### src/rtl/cfg_loader_pkg.sv
// Shared definitions for the configuration-chain loader: FSM states,
// bit-counter width and the default bitstream word width.
package cfg_loader_pkg;

  localparam int CNT_W          = 16;
  localparam int DEFAULT_WORD_W = 32;

  typedef enum logic [1:0] {
    IDLE  = 2'd0,
    LOAD  = 2'd1,
    SHIFT = 2'd2,
    DONE  = 2'd3
  } state_e;

endpackage

### src/rtl/config_loader_if.sv
// Bitstream word stream (valid/ready) feeding the configuration loader.
interface config_loader_if
  import cfg_loader_pkg::*;
#(
  parameter int WORD_W = DEFAULT_WORD_W
);

  logic [WORD_W-1:0] s_data;
  logic              s_valid;
  logic              s_ready;

  modport master (output s_data, output s_valid, input s_ready);
  modport slave  (input s_data, input s_valid, output s_ready);

endinterface

### src/rtl/config_loader.sv
// Serialises bitstream words LSB first into a configuration chain of CHAIN_LEN cells.
// Optional readback of the chain tail is built when CFG_READBACK_EN is defined.
module config_loader
  import cfg_loader_pkg::*;
#(
  parameter int CHAIN_LEN = 64,
  parameter int WORD_W    = DEFAULT_WORD_W
) (
  input  logic              config_clk,
  input  logic              config_reset,
  input  logic              start,
  config_loader_if.slave    s,
  output logic              cfg_bit,
  output logic              cfg_shift_en,
  input  logic              chain_tail,
  output logic              busy,
  output logic              done,
  output logic [WORD_W-1:0] rb_data,
  output logic              rb_valid
);

  localparam int WB_W = (WORD_W > 1) ? $clog2(WORD_W) : 1;
  localparam logic [WB_W-1:0]  WBIT_LAST = WB_W'(WORD_W - 1);
  localparam logic [CNT_W-1:0] LAST_BIT  = CNT_W'(CHAIN_LEN - 1);

  state_e            state_q, state_d;
  logic [CNT_W-1:0]  bit_cnt_q;
  logic [WB_W-1:0]   wbit_q;
  logic [WORD_W-1:0] sreg_q;

  // NOTE: clocked state uses non-blocking assignments so every register
  // samples pre-edge values regardless of process ordering.
  always_ff @(posedge config_clk) begin
    if (config_reset) state_q <= IDLE;
    else              state_q <= state_d;
  end

  // NOTE: every output of this block is given a default first, so no path
  // leaves a signal unassigned and no latch is inferred.
  always_comb begin
    state_d      = state_q;
    s.s_ready    = 1'b0;
    cfg_shift_en = 1'b0;
    cfg_bit      = 1'b0;
    busy         = 1'b1;
    done         = 1'b0;
    case (state_q)
      IDLE: begin
        busy = 1'b0;
        if (start) state_d = LOAD;
      end
      LOAD: begin
        s.s_ready = 1'b1;
        if (s.s_valid) state_d = SHIFT;
      end
      SHIFT: begin
        cfg_shift_en = 1'b1;
        cfg_bit      = sreg_q[0];
        // The chain length check wins, so tail bits of the last word never leave.
        if (bit_cnt_q == LAST_BIT)       state_d = DONE;
        else if (wbit_q == WBIT_LAST)    state_d = LOAD;
      end
      DONE: begin
        done    = 1'b1;
        state_d = IDLE;
      end
      default: state_d = IDLE;
    endcase
  end

  always_ff @(posedge config_clk) begin
    if (config_reset) begin
      bit_cnt_q <= '0;
      wbit_q    <= '0;
      sreg_q    <= '0;
    end else begin
      case (state_q)
        IDLE: if (start) bit_cnt_q <= '0;
        LOAD: begin
          if (s.s_valid) begin
            sreg_q <= s.s_data;
            wbit_q <= '0;
          end
        end
        SHIFT: begin
          sreg_q    <= sreg_q >> 1;
          bit_cnt_q <= bit_cnt_q + 1'b1;
          wbit_q    <= wbit_q + 1'b1;
        end
        default: ;
      endcase
    end
  end

`ifdef CFG_READBACK_EN
  logic [WORD_W-1:0] rb_acc_q;
  logic [WORD_W-1:0] rb_word;

  // Current partial word including this cycle's tail sample; bits not yet
  // sampled stay zero because the accumulator is cleared after each emit.
  always_comb begin
    rb_word         = rb_acc_q;
    rb_word[wbit_q] = chain_tail;
  end

  always_ff @(posedge config_clk) begin
    if (config_reset) begin
      rb_acc_q <= '0;
      rb_data  <= '0;
      rb_valid <= 1'b0;
    end else begin
      rb_valid <= 1'b0;
      if (state_q == SHIFT) begin
        if (wbit_q == WBIT_LAST || bit_cnt_q == LAST_BIT) begin
          rb_data  <= rb_word;
          rb_valid <= 1'b1;
          rb_acc_q <= '0;
        end else begin
          rb_acc_q <= rb_word;
        end
      end
    end
  end
`else
  logic unused_chain_tail;
  assign unused_chain_tail = chain_tail;
  assign rb_data  = '0;
  assign rb_valid = 1'b0;
`endif

endmodule

### src/flat_wrapper.sv
// flat-port wrapper written by rule: the top's interface ports become plain ports
module config_loader_flat import cfg_loader_pkg::*;
#(
  parameter int CHAIN_LEN = 64,
  parameter int WORD_W    = DEFAULT_WORD_W
)
  (config_clk, config_reset, start, cfg_bit, cfg_shift_en, chain_tail, busy, done, rb_data, rb_valid, s_s_data, s_s_valid, s_s_ready);
  config_loader_if #(.WORD_W(WORD_W)) s_i ();
  input  logic config_clk;
  input  logic config_reset;
  input  logic start;
  output logic cfg_bit;
  output logic cfg_shift_en;
  input  logic chain_tail;
  output logic busy;
  output logic done;
  output logic [WORD_W-1:0] rb_data;
  output logic rb_valid;
  input wire logic [$bits(s_i.s_data)-1:0] s_s_data;
  input wire logic [$bits(s_i.s_valid)-1:0] s_s_valid;
  output wire logic [$bits(s_i.s_ready)-1:0] s_s_ready;
  assign s_i.s_data = s_s_data;
  assign s_i.s_valid = s_s_valid;
  assign s_s_ready = s_i.s_ready;
  config_loader #(.CHAIN_LEN(CHAIN_LEN), .WORD_W(WORD_W)) u_core (.config_clk(config_clk), .config_reset(config_reset), .start(start), .s(s_i), .cfg_bit(cfg_bit), .cfg_shift_en(cfg_shift_en), .chain_tail(chain_tail), .busy(busy), .done(done), .rb_data(rb_data), .rb_valid(rb_valid));
endmodule
### config.mk
export PLATFORM = sky130hd
export DESIGN_NAME = config_loader_flat
export DESIGN_NICKNAME = d
export VERILOG_FILES = /design/src/rtl/cfg_loader_pkg.sv /design/src/rtl/config_loader_if.sv /design/src/rtl/config_loader.sv /design/src/flat_wrapper.sv
export SDC_FILE = /design/constraint.sdc
export NUM_CORES = 1
export LEC_CHECK = 0
export CORE_ASPECT_RATIO = 1.5
export CORE_MARGIN = 5
export CORE_UTILIZATION = 42
export CTS_CLUSTER_SIZE = 20
export DETAILED_ROUTE_END_ITERATION = 10
export PLACE_DENSITY = 0.81
export SYNTH_ARGS = -nofsm -noshare
export SYNTH_HDL_FRONTEND = slang
export SYNTH_SLANG_ARGS = --single-unit
### constraint.sdc
create_clock -name config_clk -period 2.7 [get_ports config_clk]
set_clock_uncertainty 0.2 [all_clocks]
set_input_delay 0.81 -clock config_clk [delete_from_list [all_inputs] [get_ports config_clk]]
set_output_delay 0.81 -clock config_clk [all_outputs]
set_load 0.02 [all_outputs]
==> impl_metrics.prom, run 1 <==
# TYPE chip_impl_metric gauge
chip_impl_metric{name="critical_path.n_buffers_inverters",unit=""} 2
chip_impl_metric{name="transition_time_of_the_tightest_slew_check_pin",unit="ns"} 0.668
chip_impl_metric{name="row_count",unit=""} 36
chip_impl_metric{name="report.power.total",unit="mW"} 1.66
chip_impl_metric{name="cts_buffers",unit=""} 5
chip_impl_metric{name="numPortBuffers",unit=""} 40
chip_impl_info{name="top_layer_used",value="met4"} 1
chip_impl_metric{name="area_inside_the_core_boundary",unit="mm^2"} 0.00649
chip_impl_metric{name="area_growth_syn_to_layout",unit="%"} 14.6
chip_impl_metric{name="count_of_flip_flops_with_a_built_in_enable_after_synthesis",unit=""} 0
chip_impl_info{name="tritoncts",value="yes"} 1
chip_impl_metric{name="slew_headroom",unit="%"} 55.4
chip_impl_metric{name="number_of_drc_markers_after_the_initial_detailed_route_iteration",unit=""} 145
chip_impl_metric{name="vias",unit=""} 2500
chip_impl_info{name="criticalPathCategory",value="reg2out"} 1
chip_impl_metric{name="antenna_found_initial",unit=""} 0
chip_impl_metric{name="gr-total-overflow",unit=""} 0
chip_impl_metric{name="switching_share",unit="%"} 29.0
chip_impl_metric{name="fin_cells",unit=""} 465
chip_impl_info{name="worstSetupStartpointType",value="flip-flop"} 1
chip_impl_info{name="netlist.top_cell.by_area",value="sky130_fd_sc_hd__dfxtp_1"} 1
chip_impl_metric{name="vdd_ir_drop_max",unit="uV"} 282
chip_impl_metric{name="yosysWarnings",unit=""} 0
chip_impl_metric{name="async_reset_ff_share",unit="%"} 0
chip_impl_metric{name="die_w",unit="um"} 76.7
chip_impl_metric{name="final_max_slew_viol_count",unit=""} 0
chip_impl_metric{name="routed-wl-met2",unit="mm"} 2.98
chip_impl_metric{name="design.final.nets",unit=""} 428
chip_impl_metric{name="antenna-diode-count",unit=""} 0
chip_impl_metric{name="drc_errors",unit=""} 0
chip_impl_metric{name="finalWorstPathRequiredPeriod",unit="ns"} 2.59
chip_impl_metric{name="cp_max_fo",unit=""} 16
chip_impl_metric{name="grt_util_all_layers",unit="%"} 14.3
chip_impl_info{name="layout.cells.most_common",value="sky130_fd_sc_hd__nand2_1"} 1
chip_impl_metric{name="endpoints_failing_hold",unit=""} 0
chip_impl_metric{name="detail-route-antenna-nets",unit=""} 0
chip_impl_metric{name="first_global_vias",unit=""} 2353
chip_impl_metric{name="cts_hold_buffers",unit=""} 0
chip_impl_metric{name="place.gp.congestion",unit=""} 0.852
chip_impl_metric{name="worst_ep_arrival_time",unit="ns"} 1.58
chip_impl_metric{name="clkLatencyLatePin",unit="ns"} 0.30
chip_impl_metric{name="io-pin-count",unit=""} 75
chip_impl_metric{name="post_route_cells_drive_above_1_share",unit="%"} 5.91
chip_impl_metric{name="internal_dissipation",unit="mW"} 1.18
chip_impl_metric{name="p_per_area",unit="mW/mm^2"} 515
chip_impl_metric{name="synth_sequential_area_ratio",unit="%"} 39.2
chip_impl_metric{name="share_of_total_power_in_the_clock_network",unit="%"} 26.7
chip_impl_info{name="cts_root_buffer",value="sky130_fd_sc_hd__clkbuf_8"} 1
chip_impl_metric{name="num-fill-cells",unit=""} 667
chip_impl_metric{name="post_synthesis_instance_area",unit="mm^2"} 0.00281
chip_impl_metric{name="die_ar",unit="mm^2"} 0.00845
chip_impl_metric{name="routed-wl-met3",unit="um"} 387
chip_impl_metric{name="half_perimeter_wire_length_after_detailed_placement",unit="mm"} 4.08
chip_impl_info{name="grt_setup_unrepaired",value="no"} 1
chip_impl_metric{name="gate_count_after_technology_mapping",unit=""} 360
chip_impl_metric{name="drt-vias-per-instance",unit=""} 5.38
chip_impl_metric{name="clk_pin_slew_worst_paths",unit="ns"} 0.09
chip_impl_metric{name="met1_length",unit="mm"} 2.49
chip_impl_metric{name="setup_violations",unit=""} 0
chip_impl_metric{name="utilization",unit="%"} 49.6
chip_impl_info{name="holdCritPathClass",value="reg2reg"} 1
chip_impl_metric{name="clk_path_buf_depth",unit=""} 2
chip_impl_info{name="path_cells",value="buf_4 > and2_1 > clkdlybuf4s50_1"} 1
chip_impl_metric{name="pwr-share-seq",unit="%"} 54.1
chip_impl_info{name="timing.critical_path.slowest_stage_cell",value="sky130_fd_sc_hd__clkdlybuf4s50_1"} 1
chip_impl_info{name="final_cell_mix",value="sky130_fd_sc_hd__nand2_1 (73), sky130_fd_sc_hd__dfxtp_1 (55), sky130_fd_sc_hd__nor2_1 (47)"} 1
chip_impl_metric{name="post_synthesis_cell_type_count",unit=""} 41
chip_impl_metric{name="comb_power_share",unit="%"} 19.2
chip_impl_metric{name="floorplan.die.height",unit="um"} 110
chip_impl_metric{name="drtPass1Iterations",unit=""} 4
chip_impl_metric{name="cts_num_sinks",unit=""} 55
chip_impl_metric{name="post_cts_buffers",unit=""} 0
chip_impl_metric{name="top_area_cell_type_share_of_the_netlist_area",unit="%"} 39.2
chip_impl_metric{name="cts.htree.levels",unit=""} 2
chip_impl_metric{name="largest_stage_delay_on_the_critical_path",unit="ns"} 0.59
chip_impl_metric{name="grt_first_pass_wirelength",unit="mm"} 10.2
chip_impl_metric{name="routed_wire_length_per_instance",unit="um"} 12.7
chip_impl_info{name="prevailing_post_synth_register_cell",value="sky130_fd_sc_hd__dfxtp_1"} 1
chip_impl_metric{name="final_min_period_over_clock_period",unit="%"} 96.1
chip_impl_metric{name="grt_max_degree",unit=""} 63
chip_impl_info{name="status",value="finished, final reports clean"} 1
chip_impl_metric{name="p_leak",unit="nW"} 1.20
chip_impl_metric{name="max_freq",unit="GHz"} 0.385
chip_impl_metric{name="hold_ws",unit="ns"} 0.274
chip_impl_metric{name="final.setup.tns",unit="ns"} 0
chip_impl_metric{name="p_sw",unit="mW"} 0.480
chip_impl_metric{name="avgSynthCellArea",unit="um^2"} 7.80
chip_impl_metric{name="timing.critical_path.required",unit="ns"} 1.69
chip_impl_metric{name="placed_cells",unit=""} 457
chip_impl_metric{name="route.final.wire_length",unit="mm"} 5.92
chip_impl_metric{name="floorplan.initialDensity",unit="%"} 43.3
chip_impl_info{name="critical-path-top-delay-family",value="buffers and inverters"} 1
chip_impl_info{name="end_kind",value="primary output"} 1
chip_impl_metric{name="synth-seq-cells",unit=""} 55
chip_impl_metric{name="number_of_max_capacitance_violations_reported",unit=""} 0
chip_impl_info{name="synth.top_cells.by_area",value="sky130_fd_sc_hd__dfxtp_1 (39%), sky130_fd_sc_hd__a311oi_1 (10%), sky130_fd_sc_hd__nand2_1 (9.9%)"} 1
==> routing by layer <==
metal | vias to the layer above | global-route usage (%)
met5 | - | 0
met4 | 0 | 4.88
met3 | 8 | 3.74
met2 | 69 | 24.9
met1 | 1170 | 16.9
li1 | 1253 | -
==> repair_timing <==
action                                  in CTS  in global routing
pin swaps                                    0                  0
gates resized for setup                      3                  1
endpoints found under the setup margin       3                  1
gates cloned                                 0                  0
==> registers in the layout, indices dropped and copies added (netlist names) <==
signal,cells
u_core.bit_cnt_q,16
u_core.state_q,2
u_core.sreg_q,32
u_core.wbit_q,5
==> per-stage QoR <==
step / setup slack [ns] / cell area [um^2]
finish: 0.105 / 3220
global route: 0.00751 / 3220
CTS: 0.0276 / 3210
detailed placement: 0.137 / 3130
global placement: 0.155 / 3130
floorplan: 0.396 / 2930
==> final cells by class <==
type	count	area, um^2	area share [%]
flip-flops and latches	55	1100	34.2
clock inverters	2	12.5	0.389
clock buffers	6	72.6	2.26
multi-input cells	275	1460	45.4
repair buffers	47	459	14.3
well taps	76	95.1	2.96
inverters	4	15.0	0.467
==> final timing paths <==
| path | start | end | slack [ns] | cells after the start |
|---|---|---|---|---|
| setup / recovery | u_core.state_q[1] | done | 0.11 | 3 |
| hold reg to reg | u_core.wbit_q[3] | u_core.wbit_q[3] | 0.27 | 1 |
| hold / removal | u_core.wbit_q[3] | u_core.wbit_q[3] | 0.27 | 1 |
| setup reg to reg | u_core.state_q[0] | u_core.bit_cnt_q[13] | 0.68 | 5 |
==> Yosys cell counts, drive strengths merged (3+ instances only) <==
cell type   n
nand3b      3
ha          3
nand3       9
a22oi       3
inv         4
a311oi     32
nor4        4
nand4       4
o211ai      4
a21oi      14
nand4b      3
nand2b      3
nand2      74
dfxtp      55
o21ai       7
clkbuf     15
or3         5
mux2        3
nor2       47
buf        43
==> cells by family after synthesis <==
kind of cell	after synthesis	synth area share [%]
other cells	1	0.134
flops	55	39.2
compound gates	70	18.3
buf+inv	62	13.1
fa+ha+maj	3	1.34
mux	3	1.20
simple gates	166	26.7
==> power by group through the flow <==
stage | Clock, mW | Combinational, mW | Sequential (mW)
final | 0.442 | 0.319 | 0.896
after global routing | 0.486 | 0.359 | 0.903
after CTS | 0.460 | 0.321 | 0.896
after detailed placement | 0 | 0.321 | 0.915
after global placement | 0 | 0.315 | 0.913
after floorplan | 0 | 0.254 | 0.910
==> worst register-to-register path, stage by stage, from the launching register on <==
cell	delay [ns]
sky130_fd_sc_hd__dfxtp_1	0.32
sky130_fd_sc_hd__buf_4	0.17
sky130_fd_sc_hd__nand4b_1	0.27
sky130_fd_sc_hd__nor4_1	0.54
sky130_fd_sc_hd__mux2_2	0.39
sky130_fd_sc_hd__nor2_1	0.08
Power figures use the tool's default switching activity.
==> run 2, diff against run 1 <==
Settings changed: CTS_CLUSTER_SIZE 20 to default.
==> results of run 2 <==
Final layout, timing and power as in run 1 (identical DEF).
